===== src/rtl/z80_bus_pkg.sv =====
// Shared types and constants for the Z80 memory bridge: FSM states, RAM
// address width and the default value driven for unmapped reads.
package z80_bus_pkg;

   localparam int MEM_AW = 10;
   localparam logic [7:0] UNMAPPED_DATA_DEF = 8'hFF;

   typedef enum logic [2:0] {
      ST_IDLE,
      ST_RD_ADDR,
      ST_RD_LATCH,
      ST_RD_DONE,
      ST_WR_DONE
   } bus_state_e;

endpackage


===== src/rtl/z80_mem_bridge.sv =====
// Bridges Z80 memory cycles onto a 1 KiB synchronous RAM with one-cycle read
// latency; reads stall the CPU through wait_n, writes complete without wait.
module z80_mem_bridge
   import z80_bus_pkg::*;
#(
   parameter logic [15:0] BASE_ADDR     = 16'h0000,
   parameter logic [7:0]  UNMAPPED_DATA = UNMAPPED_DATA_DEF
) (
   input  logic              clk,
   input  logic              reset,
   input  logic [15:0]       cpu_addr,
   input  logic [7:0]        cpu_dout,
   input  logic              mreq_n,
   input  logic              rd_n,
   input  logic              wr_n,
   output logic [7:0]        cpu_din,
   output logic              wait_n,
   output logic              hit,
   output logic [MEM_AW-1:0] mem_addr,
   output logic [7:0]        mem_wdata,
   output logic              mem_we,
   input  logic [7:0]        mem_rdata
);

   bus_state_e        state_q, state_d;
   logic [MEM_AW-1:0] mem_addr_q, mem_addr_d;
   logic [7:0]        mem_wdata_q, mem_wdata_d;
   logic              mem_we_q, mem_we_d;
   logic [7:0]        cpu_din_q, cpu_din_d;
   logic              armed_q, armed_d;
   logic              rd_req, wr_req, unmapped_rd;

   always_comb begin
      hit         = ~mreq_n && (cpu_addr[15:10] == BASE_ADDR[15:10]);
      // Nothing is accepted after reset until the CPU has shown an idle bus.
      rd_req      = armed_q & hit & ~rd_n & wr_n;
      wr_req      = armed_q & hit & ~wr_n & rd_n;
      unmapped_rd = armed_q & ~mreq_n & ~hit & ~rd_n & wr_n;
   end

   always_comb begin
      state_d     = state_q;
      mem_addr_d  = mem_addr_q;
      mem_wdata_d = mem_wdata_q;
      mem_we_d    = 1'b0;
      cpu_din_d   = cpu_din_q;
      armed_d     = armed_q | mreq_n;
      wait_n      = 1'b1;
      case (state_q)
         ST_IDLE: begin
            if (rd_req) begin
               mem_addr_d = cpu_addr[MEM_AW-1:0];
               wait_n     = 1'b0;
               state_d    = ST_RD_ADDR;
            end else if (wr_req) begin
               mem_addr_d  = cpu_addr[MEM_AW-1:0];
               mem_wdata_d = cpu_dout;
               mem_we_d    = 1'b1;
               state_d     = ST_WR_DONE;
            end else if (unmapped_rd) begin
               cpu_din_d = UNMAPPED_DATA;
            end
         end
         ST_RD_ADDR: begin
            wait_n  = 1'b0;
            state_d = (mreq_n | rd_n) ? ST_IDLE : ST_RD_LATCH;
         end
         ST_RD_LATCH: begin
            wait_n = 1'b0;
            if (mreq_n | rd_n) begin
               state_d = ST_IDLE;
            end else begin
               cpu_din_d = mem_rdata;
               state_d   = ST_RD_DONE;
            end
         end
         ST_RD_DONE: begin
            if (mreq_n | rd_n) state_d = ST_IDLE;
         end
         ST_WR_DONE: begin
            // Held strobe parks here so mem_we cannot re-fire.
            if (mreq_n | wr_n) state_d = ST_IDLE;
         end
         default: state_d = ST_IDLE;
      endcase
   end

   always_ff @(posedge clk or posedge reset) begin
      if (reset) begin
         state_q     <= ST_IDLE;
         mem_addr_q  <= '0;
         mem_wdata_q <= '0;
         mem_we_q    <= 1'b0;
         cpu_din_q   <= UNMAPPED_DATA;
         armed_q     <= 1'b0;
      end else begin
         state_q     <= state_d;
         mem_addr_q  <= mem_addr_d;
         mem_wdata_q <= mem_wdata_d;
         mem_we_q    <= mem_we_d;
         cpu_din_q   <= cpu_din_d;
         armed_q     <= armed_d;
      end
   end

   assign cpu_din   = cpu_din_q;
   assign mem_addr  = mem_addr_q;
   assign mem_wdata = mem_wdata_q;
   assign mem_we    = mem_we_q;

endmodule


===== config.mk =====
export PLATFORM = sky130hd
export DESIGN_NAME = z80_mem_bridge
export DESIGN_NICKNAME = d
export VERILOG_FILES = /design/src/rtl/z80_bus_pkg.sv /design/src/rtl/z80_mem_bridge.sv
export SDC_FILE = /design/constraint.sdc
export NUM_CORES = 1
export LEC_CHECK = 0
export ABC_AREA = 1
export BUFFER_PORTS_ARGS = -buffer_cell sky130_fd_sc_hd__buf_2
export CORE_MARGIN = 1
export CORE_UTILIZATION = 47
export CTS_BUF_LIST = sky130_fd_sc_hd__clkbuf_4 sky130_fd_sc_hd__clkbuf_8
export CTS_CLUSTER_DIAMETER = 100
export DETAILED_ROUTE_END_ITERATION = 8
export PLACE_DENSITY = 0.92
export SETUP_SLACK_MARGIN = 0.2
export SLEW_MARGIN = 0
export SYNTH_ARGS = -nofsm -noshare
export SYNTH_HDL_FRONTEND = slang
export SYNTH_SLANG_ARGS = --single-unit

===== constraint.sdc =====
create_clock -name clk -period 1.8 [get_ports clk]
set_clock_uncertainty 0.2 [all_clocks]
set_input_delay 0.36 -clock clk [delete_from_list [all_inputs] [get_ports clk]]
set_output_delay 0.36 -clock clk [all_outputs]
set_load 0.02 [all_outputs]

==> impl_metrics.tcl, run 1 <==
set metrics [dict create \
    outcome "complete, but fails checks" \
    violations "negative setup slack" \
    grt_pass1_wl_um 5180 \
    startpoint_type "flop" \
    grt_setup_unrepaired "true" \
    die_h_um 56.7 \
    coreArea_sq_um 2780 \
    antenna_cells 0 \
    drtIter0Drc 69 \
    critPathArrivalTime_ps 1250 \
    synth_cell_type_count 26 \
    dieArea_sq_um 3210 \
    ant_nets 0 \
    clk_pin_slew_ps 100 \
    grt_usage 0.216 \
    netlist_area_sq_um 1400 \
    worstHoldPathType "input port to flop" \
    setup_viol 1 \
    critical_path_class "flop to primary output" \
    synthTopCellsByCount "57 x nand2_1, 23 x dfrtp_1, 20 x nand3_1, 8 x dfstp_2, 7 x o21ai_0" \
    yosysTopAreaCellShare 0.410 \
    nNetsFinal 277 \
    slew_viol_final 0 \
    grt_max_degree 32 \
    cap_violations 0 \
    gp_congestion 0.697 \
    crit_slowest_cell "dfrtp_1" \
    fin_area_sq_um 2130 \
    drc_errors 0 \
    seq_area_frac_synth 0.560 \
    dpl_cell_area_sq_um 1800 \
    top_level_ports 66 \
    grt_pass1_vias 1232 \
    area_growth_pct 51.9 \
    syn_nets 187 \
    fin_util 0.767 \
    grt_overflow 0 \
    finalCritPeriodShare 1.01 \
    drive_gt1_frac 0.531 \
    h-tree-depth 2 \
    clk_latency_ps 320 \
    antenna_found_initial 0 \
    hpwl_um 2140 \
    cts_buffers 5 \
    period_minus_slack_ps 1810 \
    timing.slew.headroom 0.744 \
    yosys_register_bits 31 \
    max_stage_delay_ps 410 \
    cts_tree "yes" \
    synth-warning-count 0 \
    avgSynthCellArea_sq_um 9.36 \
    vias 1395 \
    leakage_uw 0.00121 \
    rows 19 \
    synth_top_area_cell "dfrtp_1" \
    power_density_nw_per_um2 734 \
    portBuffers 65 \
    routedWlPerCell_um 13.5 \
    initial_core_util 0.505 \
    cp_cell_sequence "inv_2 -> nand2_4 -> nor2_4 -> nand2_1 -> o211ai_1 -> buf_4" \
    netlist_top_cells_area "dfrtp_1 41%, nand2_1 15%, dfstp_2 15%" \
    synth_cells 150 \
    required_ps 1240 \
    dp_cells 249 \
    worst_slack_ps -12.7 \
    synth_edf_count 0 \
    whs_path_depth 3 \
    worstSetupEndpointType "primary output" \
    wl_um 3680 \
    firstDrtPassIters 4 \
    viasPerCell 5.13 \
    rr_worst_depth 10 \
    synth_flop_cell "dfrtp_1" \
    yosysMostFrequentCell "nand2_1" \
    peakVddDrop_uv 704 \
    tightest_slew_ps 383 \
    fmax_ghz 0.552 \
    async_flop_share 1.00 \
    critPathMaxFanout 2 \
    clockRootBuffer "clkbuf_4" \
    cts_sinks 31 \
    finalNonFillerCells 272 \
    hold_viol 0 \
    reg2reg_slack_ps 110 \
    die_w_um 56.7 \
    clock_path_buffers 2 \
]
per-layer routing:
| metal | share of wire | GRT usage |
|---|---|---|
| met1 | 0.43 | 0.258 |
| met5 | 0 | 0 |
| met2 | 0.51 | 0.370 |
| met4 | 0.0092 | 0.0627 |
| met3 | 0.052 | 0.0691 |
area by class of cell:
class | count | area [sq um]
multi-input combinational | 109 | 648
clock buffer | 8 | 60.1
timing repair inverter | 1 | 6.26
sequential | 31 | 786
fill | 199 | 649
tap | 31 | 38.8
timing repair buffer | 83 | 552
inverter | 9 | 41.3
logic make-up (layout without fill, tap and decap cells):
logic type             Yosys count  count (layout)  synth area share
and+or+nand+nor                 97              99             0.357
DFF                             31              31             0.560
buffers and inverters           12             101            0.0437
AOI/OAI and AO/OA               10              10            0.0401
per-stage QoR:
step | power, uW | setup TNS [ps] | setup WS, ps | hold WS, ps
floorplan | 987 | 0 | 196 | 257
global placement | 1100 | 0 | 69.6 | 252
detailed placement | 1110 | 0 | 60.5 | 251
CTS | 1530 | -61.6 | -61.6 | 12.9
global route | 1640 | -69.2 | -69.2 | 16.6
finish | 1570 | -12.7 | -12.7 | 14.8
sequential cells by signal, summed over array words and instances (netlist names):
register and cells:
mem_addr 10, armed_q 1, mem_we 1, state_q 3, mem_wdata 8, cpu_din 8
critical path: cells and delay by family, from the launching register on:
| family | cells | cell delay, ps |
|---|---|---|
| compound gates | 1 | 80 |
| buf+inv | 2 | 260 |
| flops | 1 | 410 |
| simple gates | 3 | 190 |
report_power, final:
group	internal [uW]	total, uW	leakage [uW]	switching (uW)
combinational	137	318	0.000782	181
clock	201	432	0.0000368	232
sequential	779	815	0.000396	35.9
cell usage in the layout, fill, tap and decap left out, drive strengths merged:
cell and count:
nor3b 1, nand2 62, dfstp 8, buf 80
o21ai 8, o211ai 1, dlygate4sd3 1, nor3 1
nand3 23, nor2 8, inv 10, o41ai 1
or2 2, nand4 2, clkbuf 10, dfrtp 23
what timing repair did:
| item | in CTS | in global routing |
|---|---|---|
| setup buffers | 6 | 3 |
| setup endpoints to repair | 17 | 35 |
| endpoints found under the hold margin | 23 | 0 |
| gates cloned | 1 | 4 |
| hold buffers | 1 | 0 |
| gates resized for setup | 4 | 32 |
| pin swaps | 5 | 7 |
final timing paths:
kind / startpoint / end
min in group asynchronous: reset / mem_addr[4]
worst max-delay path: state_q[1] / wait_n
max in group asynchronous: reset / cpu_din[4]
worst min-delay path: cpu_addr[6] / mem_addr[6]
worst max register to register: state_q[1] / mem_addr[1]
worst min register to register: mem_wdata[5] / mem_wdata[5]
No activity file was read; power rests on OpenSTA's default activity.
==> run 2: changes to the inputs <==
- GPL_TIMING_DRIVEN: not set -> 0
- SLEW_MARGIN: 0 -> not set
==> run 2 against run 1 <==
  * The run still ends with negative setup slack left
  * Final area fell by 6.2%
  * Highest routed layer unchanged
  * Total power shrank 1.7%
  * Sequential cell count unchanged
  * Wire length down 14%
  * Via count fell by 4.0%
  * Core utilization down 4.7 points
  * Combinational power fell by 1%
  * Clock-buffer cell count down 1
  * Die area did not move
  * Worst hold slack better by 7.2 ps
  * Final cell count down 1.8%
  * Setup slack better by 7.6 ps
==> impl_metrics.tcl, run 2 (synthesized netlist as in run 1, its figures left out) <==
set metrics [dict create \
    outcome "complete, but fails checks" \
    violations "negative setup slack" \
    vias 1339 \
    clockRootBuffer "clkbuf_4" \
    peakVddDrop_uv 714 \
    top_level_ports 66 \
    tightest_slew_ps 1110 \
    routedWlPerCell_um 11.9 \
    mostFrequentLayoutCells "57 x buf_2, 56 x nand2_1, 23 x dfrtp_1" \
    startpoint_type "flop" \
    slew_viol_final 0 \
    cts_sinks 31 \
    cap_violations 0 \
    gp_congestion 0.727 \
    period_minus_slack_ps 1810 \
    dieArea_sq_um 3210 \
    cp_cell_sequence "inv_2 -> nand2_4 -> nor2_4 -> nand2_1 -> o211ai_1 -> buf_4" \
    grt_overflow 0 \
    firstDrtPassIters 4 \
    leakage_uw 0.00114 \
    worst_slack_ps -5.03 \
    nNetsFinal 272 \
    dp_slack_ps -19.5 \
    path_buf_inv 2 \
    antenna_cells 0 \
    worstHoldStart "cpu_dout[3]" \
    initial_core_util 0.505 \
    coreArea_sq_um 2780 \
    grt_pass1_wl_um 5190 \
    h-tree-depth 2 \
    largest_reg_flops 10 \
    grt_pass1_vias 1252 \
    hpwl_um 2070 \
    clock_path_buffers 2 \
    drtIter0Drc 72 \
    timing.slew.headroom 0.262 \
    cts_buffers 5 \
    hold_viol 0 \
    worstSetupEndpointType "primary output" \
    fin_tns_setup_ps -5.03 \
    portBuffers 65 \
    hold-worst-slack_ps 22.0 \
    crit_start "state_q[0]" \
    max_stage_delay_ps 400 \
    critPathMaxFanout 2 \
    final_common_cell "buf_2" \
    rows 19 \
    clk_pin_slew_ps 90 \
    power_density_nw_per_um2 769 \
    drc_errors 0 \
    crit_slowest_cell "dfrtp_1" \
    clk_latency_ps 320 \
    grt_max_degree 32 \
    setup_viol 1 \
    fin_area_sq_um 2000 \
    rr_startpoint "state_q[0]" \
    area_growth_pct 42.5 \
    grt_usage 0.213 \
    required_ps 1240 \
    antenna_found_initial 0 \
    wl_um 3180 \
    finalCritPeriodShare 1.00 \
    fmax_ghz 0.554 \
    viasPerCell 5.01 \
    die_w_um 56.7 \
    cts_tree "yes" \
    critical_path_class "flop to primary output" \
    ctsHoldBuffers 0 \
    critical-path-top-delay-family "flip-flops" \
    total_power_uw 1540 \
    worstHoldPathType "input port to flop" \
    critPathArrivalTime_ps 1250 \
    dpl_cell_area_sq_um 1770 \
    grt_setup_unrepaired "true" \
    ant_nets 0 \
    drive_gt1_frac 0.496 \
    die_h_um 56.7 \
]
## run 2: cell type report
| type | count | area (sq um) |
|---|---|---|
| clock buffer | 7 | 52.6 |
| timing repair buffer | 78 | 462 |
| multi-input combinational | 107 | 586 |
| clock inverter | 1 | 5.00 |
| sequential | 31 | 786 |
| inverter | 9 | 37.5 |
| buffer | 3 | 33.8 |
| tap | 31 | 38.8 |
| fill | 209 | 781 |
## run 2: metal layers
layer,part of all wire,GRT usage,vias to the layer above
met5,0,0,-
met4,0.010,0.0732,0
met3,0.069,0.0714,4
met2,0.50,0.338,61
met1,0.42,0.274,616
li1,-,-,658
## run 2: worst paths after layout
kind / to / slack [ps] / depth (start not counted)
max: wait_n / -5 / 6
min: mem_wdata[3] / 20 / 3
max reg2reg: cpu_din[3] / 120 / 6
min reg2reg: mem_wdata[5] / 280 / 2
max in group asynchronous: mem_addr[3] / 630 / 2
min in group asynchronous: mem_addr[7] / 110 / 2
## run 2: worst min-delay path, delay by kind of cell
| family | cells | cell delay (ps) |
|---|---|---|
| buf+inv | 1 | 70 |
| simple gates | 2 | 80 |
## run 2: per-stage QoR
| step | util | instances |
|---|---|---|
| after floorplan | - | 150 |
| after global placement | 0.636 | 246 |
| after detailed placement | 0.636 | 246 |
| after CTS | 0.682 | 261 |
| after global routing | 0.719 | 267 |
| final | 0.719 | 267 |
## run 2: repair_timing
item | CTS | global route
resized for setup | 6 | 19
cloned | 0 | 2
endpoints found under the hold margin | 0 | 0
endpoints found under the setup margin | 3 | 36
setup buffers | 7 | 4
pin swaps | 4 | 2
## run 2: where the power goes
| part | internal, uW | leakage [uW] | switching, uW |
|---|---|---|---|
| clock | 182 | 0.0000361 | 229 |
| sequential | 779 | 0.000396 | 34.2 |
| combinational | 138 | 0.000705 | 176 |
==> run 3: changes to the inputs <==
- SETUP_SLACK_MARGIN: 0.2 -> 0.5
==> run 3 against run 2 <==
  * Final cell count up 7.9%
  * Wire length up 46%
  * Worst hold slack worse by 120 ps
  * Via count up 13%
  * Largest cell class is now buffers
  * Total power up 11%
  * The run ends with negative hold slack, negative setup slack left
  * Combinational power up 38%
  * Final area up 23%
  * Die area unchanged
  * Setup slack worse by 83 ps
  * Maximum frequency down 4.4%
==> impl_metrics.tcl, run 3 (synthesized netlist as in run 1, its figures left out) <==
set metrics [dict create \
    peakVddDrop_uv 685 \
    crit_start "mreq_n" \
    h-tree-depth 2 \
    setup_viol 1 \
    grt_overflow 0 \
    period_minus_slack_ps 1890 \
    cts_tree "yes" \
    critPathArrivalTime_ps 1330 \
    reg2reg_to "mem_addr[1]" \
    max_stage_delay_ps 290 \
    routedWlPerCell_um 16.0 \
    die_w_um 56.7 \
    cap_violations 0 \
    grt_pass1_wl_um 7110 \
    clk_latency_ps 330 \
    grt_setup_unrepaired "true" \
    cp_cell_sequence "buf_2 -> or2_4 -> nor2_8 -> nand2_1 -> nand2_2 -> o211ai_1 -> buf_4" \
    die_h_um 56.7 \
    dp_slack_ps -50.7 \
    startpoint_type "input port" \
    worstSetupEndpointType "primary output" \
    final_common_cell "nand2_1" \
    cts_sinks 31 \
    crit_slowest_cell "or2_4" \
    rows 19 \
    violations "negative hold slack, negative setup slack" \
    antenna_cells 0 \
    leakage_uw 0.00132 \
    critical_path_class "input port to primary output" \
    slew_viol_final 0 \
    tightest_slew_ps 646 \
    area_growth_pct 74.7 \
    ant_nets 0 \
    grt_pass1_vias 1487 \
    worst_slack_ps -87.7 \
    cts_buffers 5 \
    dpl_cell_area_sq_um 1860 \
    fin_area_sq_um 2450 \
    clk_pin_slew_ps 110 \
    clock_path_buffers 2 \
    fmax_ghz 0.530 \
    outcome "complete, but fails checks" \
    hold-worst-slack_ps -100 \
    power_density_nw_per_um2 696 \
    initial_core_util 0.505 \
    coreArea_sq_um 2780 \
    cp-endpoint "wait_n" \
    dieArea_sq_um 3210 \
    worstHoldPathType "input port to asynchronous set/reset pin" \
    hold_viol 23 \
    firstDrtPassIters 5 \
    ctsHoldBuffers 0 \
    required_ps 1240 \
    fin_tns_setup_ps -87.7 \
    vias 1519 \
    mostFrequentLayoutCells "55 x nand2_1, 33 x buf_6, 33 x buf_4" \
    top_level_ports 66 \
    rr_worst_depth 8 \
    reg2reg_slack_ps 40 \
    hpwl_um 2330 \
    nNetsFinal 293 \
    drtIter0Drc 119 \
    drc_errors 0 \
    timing.slew.headroom 0.568 \
    wl_um 4620 \
    grt_max_degree 32 \
    critPathMaxFanout 5 \
    gp_congestion 0.746 \
    portBuffers 65 \
    largest_reg_flops 10 \
    clockRootBuffer "clkbuf_4" \
    finalCritPeriodShare 1.05 \
    rr_startpoint "state_q[0]" \
    drive_gt1_frac 0.588 \
    viasPerCell 5.27 \
    grt_usage 0.298 \
    antenna_found_initial 0 \
]
run 3: through the flow:
stage,util,power (uW),std cells
5_1_grt,0.882,1780,288
2_1_floorplan,-,995,150
3_3_place_gp,0.670,1110,246
6_report,0.882,1710,288
3_5_place_dp,0.670,1120,246
4_1_cts,0.854,1660,280
run 3: worst min path at each step:
stage / to / depth (start not counted)
floorplan: armed_q / 1
finish: mem_wdata[5] / 2
global placement: mem_wdata[5] / 2
detailed placement: mem_wdata[4] / 2
CTS: mem_wdata[5] / 3
global route: mem_wdata[1] / 2
run 3: repair_timing:
action,in CTS,in global routing
resized for setup,68,5
pin swaps,11,2
setup buffers,24,8
endpoints found under the setup margin,58,81
hold endpoints to repair,0,23
gates cloned,2,0
run 3: per-layer routing:
metal / vias to the layer above / global-route usage / share of wire
met5: - / 0 / 0
met3: 16 / 0.0599 / 0.057
met4: 0 / 0.125 / 0.033
li1: 697 / - / -
met2: 83 / 0.528 / 0.54
met1: 723 / 0.348 / 0.37
run 3: critical path: cells and delay by family:
| family | cells | cell delay [ps] |
|---|---|---|
| AO/OA/AOI/OAI | 1 | 90 |
| buffers and inverters | 2 | 310 |
| AND/OR/NAND/NOR | 4 | 570 |
run 3: power breakdown:
group	internal (uW)	switching (uW)
Sequential	780	46.9
Clock	204	242
Combinational	226	208
Total	1210	496
run 3: layout make-up:
type / instances / area, sq um
Clock buffer: 7 / 58.8
Tap cell: 31 / 38.8
Sequential cell: 31 / 786
Clock inverter: 1 / 5.00
Inverter: 9 / 38.8
Multi-Input combinational cell: 107 / 668
Buffer: 3 / 41.3
Fill cell: 129 / 329
Timing Repair Buffer: 99 / 816
